**config.mk**
```make
export PLATFORM = sky130hd
export DESIGN_NAME = regfile_wb_arbiter
export DESIGN_NICKNAME = d
export VERILOG_FILES = /design/src/rtl/regfile_wb_arbiter.sv
export SDC_FILE = /design/constraint.sdc
export NUM_CORES = 1
export LEC_CHECK = 0
export ABC_AREA = 0
export CAP_MARGIN = 25
export CORE_MARGIN = 2
export CORE_UTILIZATION = 40
export CTS_BUF_LIST = sky130_fd_sc_hd__clkbuf_4
export DETAILED_ROUTE_END_ITERATION = 8
export PLACE_DENSITY = 0.7
export SYNTH_ARGS = -nofsm -noshare
export SYNTH_HDL_FRONTEND = slang
export SYNTH_SLANG_ARGS = --single-unit
export TNS_END_PERCENT = 10
```
**constraint.sdc**
```tcl
create_clock -name clk -period 7.81 [get_ports clk]
set_input_delay 1.562 -clock clk [delete_from_list [all_inputs] [get_ports clk]]
set_output_delay 1.562 -clock clk [all_outputs]
set_load 0.02 [all_outputs]
```
**src/rtl/regfile_wb_arbiter.sv**
```systemverilog
// Write-back arbiter for a single register-file write port shared by ALU and LSU,
// with a busy scoreboard that stalls issue on RAW/WAW hazards.
module regfile_wb_arbiter #(
  parameter int DATA_W = 32,
  parameter int ADDR_W = 5
) (
  input  logic              clk,
  input  logic              rst,
  input  logic              alu_valid,
  input  logic [ADDR_W-1:0] alu_rd,
  input  logic [DATA_W-1:0] alu_data,
  output logic              alu_ready,
  input  logic              lsu_valid,
  input  logic [ADDR_W-1:0] lsu_rd,
  input  logic [DATA_W-1:0] lsu_data,
  output logic              lsu_ready,
  input  logic              iss_valid,
  input  logic [ADDR_W-1:0] iss_rs1,
  input  logic [ADDR_W-1:0] iss_rs2,
  input  logic [ADDR_W-1:0] iss_rd,
  input  logic              iss_wr,
  output logic              iss_stall,
  output logic              WE3,
  output logic [ADDR_W-1:0] A3,
  output logic [DATA_W-1:0] WD3,
  output logic              wb_err
);

  localparam int NREG = 1 << ADDR_W;

  // High when the LSU should win the next simultaneous request (ALU won last).
  logic              lsu_pri_reg;
  logic [NREG-1:0]   busy_reg;
  logic [NREG-1:0]   busy_next;
  logic              we_reg;
  logic [ADDR_W-1:0] a_reg;
  logic [DATA_W-1:0] wd_reg;
  logic              err_reg;

  logic              accept;
  logic [ADDR_W-1:0] acc_rd;
  logic [DATA_W-1:0] acc_data;
  logic              issue_set;
  logic              wb_clr;

  assign alu_ready = rst & alu_valid & (~lsu_valid | ~lsu_pri_reg);
  assign lsu_ready = rst & lsu_valid & (~alu_valid | lsu_pri_reg);
  assign accept    = alu_ready | lsu_ready;
  assign acc_rd    = lsu_ready ? lsu_rd   : alu_rd;
  assign acc_data  = lsu_ready ? lsu_data : alu_data;

  // The stall looks only at registered busy bits, so a same-edge clear does not bypass.
  assign iss_stall = rst & iss_valid &
                     (busy_reg[iss_rs1] | busy_reg[iss_rs2] | (iss_wr & busy_reg[iss_rd]));
  assign issue_set = iss_valid & iss_wr & ~iss_stall & (iss_rd != '0);
  assign wb_clr    = accept & (acc_rd != '0);

  genvar gi;
  generate
    for (gi = 0; gi < NREG; gi++) begin : g_busy
      if (gi == 0) begin : g_zero
        assign busy_next[gi] = 1'b0;
      end else begin : g_reg
        // Set is ORed after the clear so an issue wins over a write-back on the same edge.
        assign busy_next[gi] = (issue_set & (iss_rd == ADDR_W'(gi))) |
                               (busy_reg[gi] & ~(wb_clr & (acc_rd == ADDR_W'(gi))));
      end
    end
  endgenerate

  always_ff @(posedge clk or negedge rst) begin
    if (!rst) begin
      lsu_pri_reg <= 1'b0;
      busy_reg    <= '0;
      we_reg      <= 1'b0;
      a_reg       <= '0;
      wd_reg      <= '0;
      err_reg     <= 1'b0;
    end else begin
      busy_reg <= busy_next;
      we_reg   <= wb_clr;
      if (accept) begin
        lsu_pri_reg <= alu_ready;
        a_reg       <= acc_rd;
        wd_reg      <= acc_data;
      end
      if (wb_clr && !busy_reg[acc_rd]) begin
        err_reg <= 1'b1;
      end
    end
  end

  assign WE3    = we_reg;
  assign A3     = a_reg;
  assign WD3    = wd_reg;
  assign wb_err = err_reg;

endmodule

```
# Word-level counts from Yosys, hierarchy flattened
# Index checks and enable logic that the tools add are counted.
# word_totals
romBits	0
n_memories	0
regBits	71
ram_bits	0
out_inout_bits	42
latch_bits	0
# op_classes
bitwise_logic	175
n_shift	0
n_eq_ne	62
n_mul	0
div_mod_pow	0
reduce_logical	4
addsub	0
n_mux	10
n_lt_le_gt_ge	4
# ops
cell	count
$eq 5x5->1 const B	32
$and 1x1->1	104
$eq 5x4->1 const B	16
$eq 5x3->1 const B	8
$or 1x1->1	36
$not 1->1	35
$mux 32	1
$lt 5x6->1 const B	4
$bmux 1 s5	4
$eq 5x2->1 const B	4
$eq 5x1->1 const B	2
$reduce_bool 5->1	2
$mux 5	1
$mux 1	4
$logic_and 1x1->1	1
$logic_not 1->1	1

# Logic depth before layout (Yosys ltp)
# Gate-level depths: netlist (run 1).
# logic_depth
depth_word	10
depth_mapped	9
ltp_nobuf	8

# Least setup slack after synthesis (run 1)
# Ideal clock, no wire load.
# synth_timing
kind	input-to-output
startpoint	input port iss_rd[0]
endpoint	output port iss_stall
cell_stages	6
path_buffers	1
setup_slack_ns	3.049
arrival_ns	3.199
required_time_ns	6.248
cell_sequence	buf_4 > mux4_2 > o22ai_1 > or3_1 > nor4_2 > o311a_1
# synth_between
elab_chain_cells	5
# synth_rtl
element	line_no	source
start: declaration	20	input logic [ADDR_W-1:0] iss_rd,
$bmux 1 s5	54	(busy_reg[iss_rs1] | busy_reg[iss_rs2] | (iss_wr & busy_reg[iss_rd]));
$mux 1 (not written as such)	54	
$and 1x1->1	54	
$or 1x1->1	54	
$and 1x1->1	53	assign iss_stall = rst & iss_valid &
end: declaration	22	output logic iss_stall,
# Every way passes these cells. The select of a mux whose other input is x is not followed.

# Worst setup path after layout (run 1)
# Ends and elaborated chain as after synthesis.

==> flow_summary.yaml, run 1 <==
status:
  outcome: "finished, final reports clean"
die:
  core_area_um2: 10800
  num_rows: 38
  die_w_um: 109
  ios: 137
  dieArea_um2: 12000
  die_h_um: 109
  initial_core_util: 0.410
sta:
  fin_crit_ns: 6.01
  maxSlewHeadroom: 0.574
  max_freq_mhz: 166
  tns_ns: 0
  slew_violations: 0
  setup_viol: 0
  fin_crit_sh: 0.770
  hold_viol_final: 0
  worstMarginPinSlew_ns: 0.639
  rsz0062_at_grt: "no"
  skew_ns: 0.0154
setup_path:
  reg2reg_slack_ns: 5.06
  cp_max_fo: 11
  worstSetupPathType: "in2out"
  worst_r2r_path_depth: 8
  critPathArrivalTime_ns: 4.45
  r2r_start: "lsu_pri_reg"
  critPathLaunchType: "input pin"
  r2r_end: "wb_err"
  crit_path_end_kind: "output pin"
  required_ns: 6.25
synth:
  yosysSeqAreaShare: 0.400
  synthCells: 469
  synth-seq-cells: 71
  yosys-top-cells-area: "dfrtp_1 (40%), mux2i_1 (13%), o21ai_0 (11%)"
  yosysWarningCount: 0
  async_flop_share: 1.00
  syn_nets: 564
  synth.avg_cell_area_um2: 9.47
  synth_ff_type: "dfrtp_1"
  yosys.area.top_type_share: 0.400
  yosysTopAreaCell: "dfrtp_1"
  syn_area_um2: 4440
  synth-edff-count: 0
  ys_types: 54
layout:
  nets: 689
  largest_reg_flops: 32
  drive_above_1_share: 0.0952
  stdcell_count: 740
  area_delta_synth_final_pct: 38.0
min_path:
  hp-start: "WD3[1]"
  min_delay_path_depth: 2
  holdCritPathClass: "reg2reg"
  min_to: "WD3[1]"
global_route:
  grt_pass1_wl_mm: 23.0
  grt_antenna_before_repair: 1
  grt_pass1_vias: 4454
  grt-ovfl-total: 0
  grt_max_degree: 82
  grtUsageTotal: 0.254
clock_tree:
  clk_path_buf_depth: 2
  cts_tree: "yes"
  cts-root-buf: "clkbuf_4"
  clkLatencyLatePin_ns: 0.43
  postCtsSetupRepairBufs: 0
  clk_pin_slew_ns: 0.12
  ctsHoldBuffers: 0
  cts_buffers: 9
  cts_max_level: 3
  clkSinkCount: 71
  cts_resized: 0
routing:
  drc: 0
  totalWireLength_mm: 14.6
  routedWlPerCell_um: 19.7
  routed-via-count: 4382
  viasPerCell: 5.92
  firstDrtPassIters: 7
  antenna_left: 0
  drtIter0Drc: 299
power_and_ir_drop:
  p_switching_uw: 435
  p_leak_nw: 2.60
  power_frac_seq: 0.430
  ir_drop_uv: 98.3
  power_density_nw_per_um2: 202
  pwr-share-clk: 0.251
  internal_power_uw: 805
  switching_share: 0.351
  power_frac_comb: 0.319
placed_design:
  place_hpwl_mm: 10.9
  dp_cells: 722
  portBuffers: 136
  routabilityCongestion: 1.04
job:
  cap_violations: 0
[metal layers]
layer	up-vias	track usage	part of all wire
li1	2007	-	-
met1	2086	0.303	0.38
met2	233	0.425	0.48
met3	56	0.0575	0.087
met4	0	0.137	0.051
met5	-	0	0
[synthesized netlist by cell type (2+ instances only)]
master	n
a211oi_1	3
a21oi_1	7
a221oi_1	2
a311oi_1	3
a31oi_1	4
and2_1	2
and3b_1	2
buf_1	3
buf_2	5
buf_4	2
clkbuf_1	17
dfrtp_1	71
inv_1	8
mux2_2	6
mux2i_1	56
mux4_2	15
nand2_1	66
nand2b_1	5
nand3_1	11
nand3b_1	3
nand4_1	6
nand4b_1	2
nor2_1	14
nor2b_1	5
nor3_1	5
nor3b_1	2
o211ai_1	3
o21ai_0	96
o21ai_1	7
o21ai_2	3
o22ai_1	4
o311ai_0	2
o31a_1	2
or2_2	3
or3_1	3
or3b_2	2
or4_1	2
[how the worst max path moves through the flow]
stage,start,end
after floorplan,iss_rd[0],iss_stall
after global placement,iss_rd[0],iss_stall
after detailed placement,iss_rd[0],iss_stall
after CTS,iss_rd[0],iss_stall
after global routing,iss_rd[0],iss_stall
final,iss_rd[0],iss_stall
[cells by family after synthesis]
kind of cell | count (synthesis) | synth area share
compound gates | 148 | 0.194
mux | 77 | 0.218
buf+inv | 35 | 0.0327
flops | 71 | 0.400
simple gates | 138 | 0.156
[critical path, stage by stage]
cell	delay, ns
clkdlybuf4s50_1	0.67
mux4_2	0.46
o22ai_1	0.07
or3_1	0.38
nor4_2	0.46
o311a_1	0.24
clkdlybuf4s50_1	0.60
[power by group through the flow]
stage	sequential, mW	clock (mW)	combinational (mW)
floorplan	0.523	0	0.200
global placement	0.531	0	0.384
detailed placement	0.534	0	0.392
CTS	0.527	0.319	0.394
global route	0.538	0.339	0.429
finish	0.533	0.312	0.395
[cells in the final DEF, fill, tap and decap left out, types with 4 or more instances in the layout]
master,instances
a21oi_1,7
clkdlybuf4s50_1,135
mux2_2,6
buf_4,5
nand2b_1,5
nor2b_1,5
o21ai_0,95
inv_1,8
mux4_2,15
nor2_1,14
nand3_1,11
nand2_1,65
mux2i_1,56
o21ai_1,7
o22ai_1,4
clkbuf_4,9
dfrtp_1,71
nor3_1,5
a31oi_1,4
nand4_1,6
[per-stage QoR]
step / hold slack [ns] / utilization / setup WS, ns / power [mW] / cell area [um^2]
global route: 0.522 / 0.565 / 1.72 / 1.30 / 6130
finish: 0.492 / 0.565 / 1.80 / 1.24 / 6130
detailed placement: 0.469 / 0.545 / 1.81 / 0.926 / 5900
global placement: 0.464 / 0.545 / 1.85 / 0.915 / 5900
CTS: 0.498 / 0.563 / 1.80 / 1.24 / 6100
floorplan: 0.492 / - / 3.05 / 0.722 / 4440
[cell type report]
class	count	area, um^2
sequential	71	1780
antenna	1	2.50
inverter	8	30.0
multi-input combinational	363	2530
tap	140	175
clock inverter	7	128
timing repair buffer	141	1420
clock buffer	9	67.6
fill	986	4710
Note: power is estimated with default switching activity, not from simulation.
==> run 2, diff against run 1 <==
--- a/config.mk
+++ b/config.mk
@@ -11,7 +11,7 @@
 export CORE_UTILIZATION = 40
 export CTS_BUF_LIST = sky130_fd_sc_hd__clkbuf_4
 export DETAILED_ROUTE_END_ITERATION = 8
-export PLACE_DENSITY = 0.7
+export PLACE_DENSITY = 0.73
 export SYNTH_ARGS = -nofsm -noshare
 export SYNTH_HDL_FRONTEND = slang
 export SYNTH_SLANG_ARGS = --single-unit
==> constraint.sdc (replaced) <==
create_clock -name clk -period 5 [get_ports clk]
set_input_delay 1 -clock clk [delete_from_list [all_inputs] [get_ports clk]]
set_output_delay 1 -clock clk [all_outputs]
set_load 0.02 [all_outputs]
==> flow_summary.yaml, run 2 (same netlist as run 1, synthesis figures left out) <==
placed_design:
  portBuffers: 136
  place_hpwl_mm: 11.0
  placed_area_um2: 5930
  dp_cells: 726
  routabilityCongestion: 0.985
routing:
  viasPerCell: 5.82
  drtIter0Drc: 405
  antenna_left: 0
  firstDrtPassIters: 5
  totalWireLength_mm: 14.5
  drc: 0
  routedWlPerCell_um: 19.6
  routed-via-count: 4322
power_and_ir_drop:
  p_leak_nw: 2.59
  ir_drop_uv: 141
  power_density_nw_per_um2: 306
  p_total_mw: 1.87
setup_path:
  worstSetupPathType: "in2out"
  cp_max_fo: 9
  critPathArrivalTime_ns: 3.76
  crit_path_end_kind: "output pin"
  critPathLaunchType: "input pin"
  reg2reg_slack_ns: 2.30
  required_ns: 4.00
global_route:
  grt_pass1_wl_mm: 22.9
  grt_max_degree: 75
  grt_antenna_before_repair: 0
  grt_pass1_vias: 4226
  grtUsageTotal: 0.255
  grt-ovfl-total: 0
clock_tree:
  clkSinkCount: 71
  clkLatencyLatePin_ns: 0.43
  cts_buffers: 9
  clk_pin_slew_ns: 0.12
  cts_resized: 0
  cts-root-buf: "clkbuf_4"
  clk_path_buf_depth: 2
  postCtsSetupRepairBufs: 0
  cts_max_level: 3
  cts_tree: "yes"
  ctsHoldBuffers: 0
layout:
  nets: 692
  final_area_um2: 6100
  largest_reg_flops: 32
  stdcell_count: 742
  utilization: 0.562
  antenna_cells_inserted: 0
  area_delta_synth_final_pct: 37.3
  drive_above_1_share: 0.0997
  layout_common_cells: "clkdlybuf4s50_1 (135), o21ai_0 (95), dfrtp_1 (71), nand2_1 (65), mux2i_1 (56)"
  final_common_cell: "clkdlybuf4s50_1"
die:
  ios: 137
  die_h_um: 109
  dieArea_um2: 12000
  die_w_um: 109
  num_rows: 38
  core_area_um2: 10800
  initial_core_util: 0.410
sta:
  setup_viol: 0
  fin_crit_sh: 0.952
  worstMarginPinSlew_ns: 0.845
  rsz0062_at_grt: "no"
  hold_viol_final: 0
  slew_violations: 0
  skew_ns: 0.0189
  max_freq_mhz: 210
  tns_ns: 0
  maxSlewHeadroom: 0.434
  fin_crit_ns: 4.76
status:
  outcome: "finished, final reports clean"
min_path:
  holdCritPathClass: "in2async"
job:
  cap_violations: 0
run 2: final cells by class:
| cell class | instances | area, um^2 |
|---|---|---|
| Tap cell | 140 | 175 |
| Timing Repair Buffer | 144 | 1420 |
| Clock inverter | 7 | 96.3 |
| Inverter | 8 | 30.0 |
| Fill cell | 972 | 4740 |
| Multi-Input combinational cell | 363 | 2530 |
| Sequential cell | 71 | 1780 |
| Clock buffer | 9 | 67.6 |
run 2: path summary, 6_finish.rpt:
check                                  from         to  cells past startpoint
worst min register to register      WD3[12]    WD3[12]                      2
worst min-delay path                    rst      A3[0]                      1
worst max-delay path             iss_rs2[0]  iss_stall                      7
worst max register to register  lsu_pri_reg     wb_err                      8
max in group asynchronous               rst    WD3[15]                      2
min in group clk                    WD3[12]    WD3[12]                      2
run 2: where the power goes:
group,switching (mW),leakage [nW],internal (mW),total (mW)
clock,0.211,0.0903,0.204,0.415
sequential,0.153,0.883,0.679,0.832
combinational,0.300,1.62,0.319,0.619
total,0.665,2.59,1.20,1.87
run 2: critical path: stages:
cell and delay, ns:
clkdlybuf4s50_1 0.76, mux4_2 0.56, and3b_1 0.18, o21ai_0 0.15
nand4_1 0.19, o311a_1 0.38, clkdlybuf4s50_1 0.54
run 2: layer usage:
metal	share of wire	vias to the layer above	wire length (um)	track usage
li1	-	2014	-	-
met3	0.071	41	1030	0.0462
met1	0.40	2062	5870	0.334
met4	0.029	0	419	0.0949
met5	0	-	0	0
met2	0.50	205	7190	0.423
run 2: through the flow:
step	hold WS [ns]	worst slack [ns]
global route	0.399	0.0703
CTS	0.405	0.224
global placement	0.466	0.268
finish	0.429	0.242
floorplan	0.492	1.36
detailed placement	0.470	0.225
